## src/rtl/reaction_round_scheduler.sv

```systemverilog
// Reaction-time game sequencer.
// Runs ROUNDS rounds: arm a random countdown, wait for it to expire, light a
// target LED and time the player's button press with an external ms timer.
// Pressing during the countdown is a false start and scores MAX_MS.
// Ports:
//   clk, rst              clock, asynchronous active-high reset
//   start, button_pressed level inputs; their rising edges are the events
//   random_delay          countdown preload, sampled in ARM
//   random_led            target LED index, latched in ARM
//   timer_value           current external timer count
//   timer_*               external timer controls (decoded from state)
//   led_on                one-hot target LED, lit only while reacting
//   round_idx             completed-round count
//   last_ms/best_ms/avg_ms latest, minimum and mean reaction time
//   false_start           sticky: at least one false start this game
//   busy, done            game in progress / results valid
module reaction_round_scheduler #(
  parameter  int MAX_MS  = 2047,
  parameter  int LED_NUM = 17,
  parameter  int ROUNDS  = 4,
  localparam int TW      = $clog2(MAX_MS),
  localparam int LW      = (LED_NUM > 1) ? $clog2(LED_NUM) : 1,
  localparam int LOG_R   = $clog2(ROUNDS),
  localparam int RW      = LOG_R + 1
) (
  input  logic               clk,
  input  logic               rst,
  input  logic               start,
  input  logic               button_pressed,
  input  logic [TW-1:0]      random_delay,
  input  logic [LW-1:0]      random_led,
  input  logic [TW-1:0]      timer_value,
  output logic               timer_clear,
  output logic               timer_load,
  output logic [TW-1:0]      timer_load_value,
  output logic               timer_up,
  output logic               timer_enable,
  output logic [LED_NUM-1:0] led_on,
  output logic [RW-1:0]      round_idx,
  output logic [TW-1:0]      last_ms,
  output logic [TW-1:0]      best_ms,
  output logic [TW-1:0]      avg_ms,
  output logic               false_start,
  output logic               busy,
  output logic               done
);

  // Sum of ROUNDS values each <= MAX_MS fits in TW+LOG_R bits.
  localparam int            SW       = TW + LOG_R;
  localparam logic [TW-1:0] MAX_L    = TW'(MAX_MS);
  localparam logic [RW-1:0] ROUNDS_L = RW'(ROUNDS);

  typedef enum logic [3:0] {
    S_IDLE, S_ARM, S_WAIT, S_GO, S_REACT, S_CAPTURE, S_PENALTY, S_NEXT, S_DONE
  } state_t;

  state_t        state_q, state_d;
  logic          start_q, btn_q;
  logic [RW-1:0] round_q, round_d;
  logic [SW-1:0] sum_q, sum_d;
  logic [TW-1:0] last_q, last_d;
  logic [TW-1:0] best_q, best_d;
  logic [TW-1:0] avg_q, avg_d;
  logic          fs_q, fs_d;
  logic [LW-1:0] led_idx_q, led_idx_d;
  logic          start_edge, btn_edge;

  assign start_edge = start & ~start_q;
  assign btn_edge   = button_pressed & ~btn_q;

  always_ff @(posedge clk or posedge rst) begin
    if (rst) begin
      state_q   <= S_IDLE;
      start_q   <= 1'b0;
      btn_q     <= 1'b0;
      round_q   <= '0;
      sum_q     <= '0;
      last_q    <= '0;
      best_q    <= MAX_L;
      avg_q     <= '0;
      fs_q      <= 1'b0;
      led_idx_q <= '0;
    end else begin
      state_q   <= state_d;
      start_q   <= start;
      btn_q     <= button_pressed;
      round_q   <= round_d;
      sum_q     <= sum_d;
      last_q    <= last_d;
      best_q    <= best_d;
      avg_q     <= avg_d;
      fs_q      <= fs_d;
      led_idx_q <= led_idx_d;
    end
  end

  always_comb begin
    state_d          = state_q;
    round_d          = round_q;
    sum_d            = sum_q;
    last_d           = last_q;
    best_d           = best_q;
    avg_d            = avg_q;
    fs_d             = fs_q;
    led_idx_d        = led_idx_q;
    timer_clear      = 1'b0;
    timer_load       = 1'b0;
    timer_load_value = '0;
    timer_up         = 1'b0;
    timer_enable     = 1'b0;
    led_on           = '0;
    done             = 1'b0;
    busy             = (state_q != S_IDLE) && (state_q != S_DONE);

    unique case (state_q)
      // IDLE and DONE share the new-game path; only their static outputs differ.
      S_IDLE, S_DONE: begin
        if (state_q == S_IDLE) timer_clear = 1'b1;
        else                   done        = 1'b1;
        if (start_edge) begin
          round_d = '0;
          sum_d   = '0;
          last_d  = '0;
          fs_d    = 1'b0;
          best_d  = MAX_L;
          state_d = S_ARM;
        end
      end
      S_ARM: begin
        timer_load       = 1'b1;
        timer_load_value = random_delay;
        led_idx_d        = random_led;
        state_d          = S_WAIT;
      end
      S_WAIT: begin
        timer_enable = 1'b1;
        // A press on the same cycle the countdown expires is still early.
        if (btn_edge)                state_d = S_PENALTY;
        else if (timer_value == '0)  state_d = S_GO;
      end
      S_GO: begin
        timer_clear = 1'b1;
        state_d     = S_REACT;
      end
      S_REACT: begin
        timer_enable = 1'b1;
        timer_up     = 1'b1;
        led_on       = LED_NUM'(1) << led_idx_q;
        if (btn_edge || (timer_value == MAX_L)) state_d = S_CAPTURE;
      end
      S_CAPTURE: begin
        last_d = timer_value;
        sum_d  = sum_q + SW'(timer_value);
        if (timer_value < best_q) best_d = timer_value;
        state_d = S_NEXT;
      end
      S_PENALTY: begin
        fs_d    = 1'b1;
        last_d  = MAX_L;
        sum_d   = sum_q + SW'(MAX_L);
        state_d = S_NEXT;
      end
      S_NEXT: begin
        round_d = round_q + RW'(1);
        if (round_d == ROUNDS_L) begin
          avg_d   = sum_q[SW-1:LOG_R];
          state_d = S_DONE;
        end else begin
          state_d = S_ARM;
        end
      end
      default: state_d = S_IDLE;
    endcase
  end

  assign round_idx   = round_q;
  assign last_ms     = last_q;
  assign best_ms     = best_q;
  assign avg_ms      = avg_q;
  assign false_start = fs_q;

endmodule

```

## config.mk

```make
export PLATFORM = sky130hd
export DESIGN_NAME = reaction_round_scheduler
export DESIGN_NICKNAME = d
export VERILOG_FILES = /design/src/rtl/reaction_round_scheduler.sv
export SDC_FILE = /design/constraint.sdc
export NUM_CORES = 1
export LEC_CHECK = 0
export ABC_CLOCK_PERIOD_IN_PS = 3420
export CAP_MARGIN = 0
export CORE_ASPECT_RATIO = 0.6
export CORE_MARGIN = 2
export CORE_UTILIZATION = 44
export CTS_BUF_LIST = sky130_fd_sc_hd__clkbuf_4 sky130_fd_sc_hd__clkbuf_8 sky130_fd_sc_hd__clkbuf_16
export CTS_CLUSTER_DIAMETER = 120
export DETAILED_ROUTE_END_ITERATION = 10
export GPL_TIMING_DRIVEN = 0
export PLACE_DENSITY_LB_ADDON = 0.05
export SKIP_CTS_REPAIR_TIMING = 1
export SLEW_MARGIN = 10
export SYNTH_ARGS = -nofsm -noshare
export SYNTH_HDL_FRONTEND = slang
export SYNTH_SLANG_ARGS = --single-unit
```

## constraint.sdc

```tcl
create_clock -name clk -period 3.42 [get_ports clk]
set_clock_uncertainty 0.2 [all_clocks]
set_input_delay 0.855 -clock clk [delete_from_list [all_inputs] [get_ports clk]]
set_output_delay 0.855 -clock clk [all_outputs]
set_load 0.05 [all_outputs]
```

==> metrics.md <==
| Metric | Value |
|---|---|
| Outcome | `complete, no violations` |
| Pins over their slew limit | `0` |
| Post-DP HPWL | `roughly 7.5 mm` |
| Crit path launch | `timer_value[0]` |
| Share of cells above drive strength 1 | `19.6%` |
| Largest net degree at the start of global routing | `just over 60` |
| Worst Setup End Kind | `flip-flop` |
| NetSw | `~0.0029 W` |
| TritonCTS Buffers | `9` |
| Worst skew pair latency | `0.33 ns` |
| Core ar. | `between 7000 and 8000 µm²` |
| Final ANT Viol Nets | `0` |
| Final period util | `just under 100%` |
| First drt pass iteration count | `4` |
| Most common cell after layout, fill and taps aside | `clkdlybuf4s50_1` |
| Global router's overall resource usage | `23.4%` |
| Hold WC Path Type | `reg2reg` |
| Seq pwr share | `23.0%` |
| Required @ worst endpoint | `approximately 3.4 ns` |
| Setup CP Type | `in2reg` |
| Initial Utilization | `between 40% and 50%` |
| Chip Width | `121 µm` |
| Flops & latches, synth | `between 60 and 70` |
| Rows | `25` |
| GRT Residual Overflow | `0` |
| Via density | `roughly 5.4` |
| GR Util met3 | `about 5.7%` |
| IO Pins | `between 100 and 150` |
| Via count | `around 3,300` |
| 1st-iter DRT viols | `between 200 and 250` |
| Mapped cell area | `approximately 3600 µm²` |
| Post-route cell area | `between 5000 and 6000 µm²` |
| Vias in the first global route | `between 3,000 and 4,000` |
| Number of synthesized flops with an enable pin | `0` |
| Worst setup margin | `about 0.11 ns` |
| Place WS | `-0.577 ns` |
| Register area share after synthesis | `42.9%` |
| Leakage | `~2.6 nW` |
| CTS Root Cell | `clkbuf_16` |
| Synth cell types | `43` |
| Mapped Nets | `433` |
| Final setup viols | `0` |
| Syn Area/Cell | `between 9 and 10 µm²` |
| Fin. Hold Viols | `0` |
| Htree depth | `3` |
| Synthesis Warnings | `0` |
| Min-delay src | `sum_q[12]` |
| Pwr Density | `around 1200 nW/µm²` |
| RSZ-0062 raised after global routing | `yes` |
| CTS tree | `built` |
| Max clock buf depth | `2` |
| RD Place Congestion | `~0.9` |
| Fmax | `about 300 MHz` |
| DP Area | `about 4800 µm²` |
| Asr flop ratio synth | `100%` |
| Synthesis-to-layout area growth | `42.9%` |
| WL per Instance | `16.8 µm` |
| R2r startpoint | `state_q[1]` |
| Filler cells | `approximately 650` |
| Rel. slew slack | `48.3%` |
| Final nets | `between 500 and 600` |
| Post-route DRC | `0` |
| Commonest non-fill, non-tap cells in the layout | `clkdlybuf4s50_1 (72), dfrtp_1 (50), o21ai_0 (32), nor2_1 (31), nand2_1 (31)` |
| Clock transition at path regs | `about 0.05 ns` |
| Antenna Cells | `0` |
| Area share of the largest cell type after synthesis | `between 30% and 40%` |
| Final wirelength | `10.2 mm` |
| Die Span Y | `between 70 and 80 µm` |
| Global routing met1 resource utilization | `roughly 36%` |
| Crit Path Max Fanout | `5` |
| Port Buf Inserts | `101` |
| Combinational Power Share | `a little over three fifths` |
| Clock power frac | `about 14%` |
| Synth area leaders | `dfrtp_1 (35%), dfstp_2 (8.1%), ha_1 (8.0%)` |
| Worst-margin pin slew | `~0.77 ns` |
| Max-cap check violation count | `0` |
| CP arrival | `roughly 3.3 ns` |
| Peak VDD IR | `between 0.0007 and 0.0008 V` |
| Synth Flop Type | `dfrtp_1` |
| Startpoint types | `input pin` |
| Internal power | `~0.0032 W` |
| Sw Share | `between 40% and 50%` |
| Total die area | `8920 µm²` |
| Gate Count Post-Synth | `378` |
| Initial antenna violation count | `0` |
| Grt met2 use | `a little under a third` |
| GR peak layer | `met1` |
| Clock Sinks | `around 60` |
| Post-layout min period | `~3.3 ns` |
| Yosys top cell by area | `dfrtp_1` |
| First-pass GRT wire length | `roughly 16 mm` |
## metal layers
| metal | up-vias | routed length, µm |
|---|---|---|
| met3 | 12 | 623 |
| met4 | 0 | 131 |
| li1 | 1547 | - |
| met5 | - | 0 |
| met1 | 1598 | 5150 |
| met2 | 101 | 4300 |
## through the flow
stage               cells  power, W  hold slack (ns)  utilization [%]  setup TNS, ns
finish                608   0.00605            0.281             65.1              0
floorplan             378   0.00393            0.244                -         -0.261
global placement      587   0.00489            0.269             60.3         -21.49
global route          608   0.00644            0.318             65.1         -0.174
detailed placement    587   0.00497            0.277             60.3          -8.27
CTS                   602   0.00587            0.283             64.0         -18.52
## Yosys cell counts (all sizes together), types with 3 or more instances
cell    count
mux2       27
ha         23
o21ai      33
nor2       31
clkbuf     13
inv        29
dfrtp      50
dfstp      11
buf         6
xor2        5
xnor2       6
a21oi      13
nand4       5
and2       12
a21o        4
nand2      31
nand3      26
and3        3
nand2b      7
nor3       12
nor2b       5
## cells by family after synthesis
| family | Yosys count | synth area share, % |
|---|---|---|
| and+or+nand+nor | 141 | 19.7 |
| AOI/OAI and AO/OA | 64 | 10.5 |
| DFF | 61 | 42.9 |
| buffers and inverters | 48 | 5.58 |
| muxes | 29 | 10.1 |
| adders and majority gates | 24 | 8.57 |
| xor gates and xnor gates | 11 | 2.68 |
## state kept, by name (all words and copies together) (netlist names)
register	cells
avg_ms	11
best_ms	11
round_idx	3
false_start	1
start_q	1
led_idx_q	5
state_q	4
btn_q	1
sum_q	13
last_ms	11
## layout make-up
cell class | instances | area, µm² | share of cell area, %
multi-input combinational | 269 | 1930 | 37.7
clock buffer | 14 | 282 | 5.49
sequential | 61 | 1540 | 30.0
tap | 108 | 135 | 2.63
timing repair buffer | 107 | 1030 | 20.0
clock inverter | 1 | 5.00 | 0.0975
buffer | 19 | 96.3 | 1.88
inverter | 29 | 111 | 2.17
## power by group through the flow
stage / sequential, W / clock, W / combinational (W)
6_report: 0.00139 / 0.000863 / 0.00379
5_1_grt: 0.00144 / 0.000911 / 0.00409
4_1_cts: 0.00139 / 0.000880 / 0.00361
3_5_place_dp: 0.00139 / 0 / 0.00359
3_3_place_gp: 0.00138 / 0 / 0.00351
2_1_floorplan: 0.00208 / 0 / 0.00185
## critical path, stage by stage
cell             delay [ns]
clkdlybuf4s50_1        0.51
nor2_1                 0.17
inv_1                  0.06
ha_1                   0.21
fa_2                   0.37
a21o_1                 0.21
a221oi_4               0.37
nor2b_2                0.11
a221oi_2               0.22
nor3b_1                0.09
mux2i_1                0.13
## worst paths after layout
path                                endpoint  slack, ns  depth (start not counted)
worst min-delay path               sum_q[12]       0.28                          1
worst min register to register     sum_q[12]       0.28                          1
worst max-delay path               sum_q[12]       0.11                         11
max in group asynchronous         state_q[3]       1.67                          2
worst max register to register     sum_q[12]       0.16                         15
min in group asynchronous       round_idx[0]       0.80                          2
(Power assumes the default switching activity.)
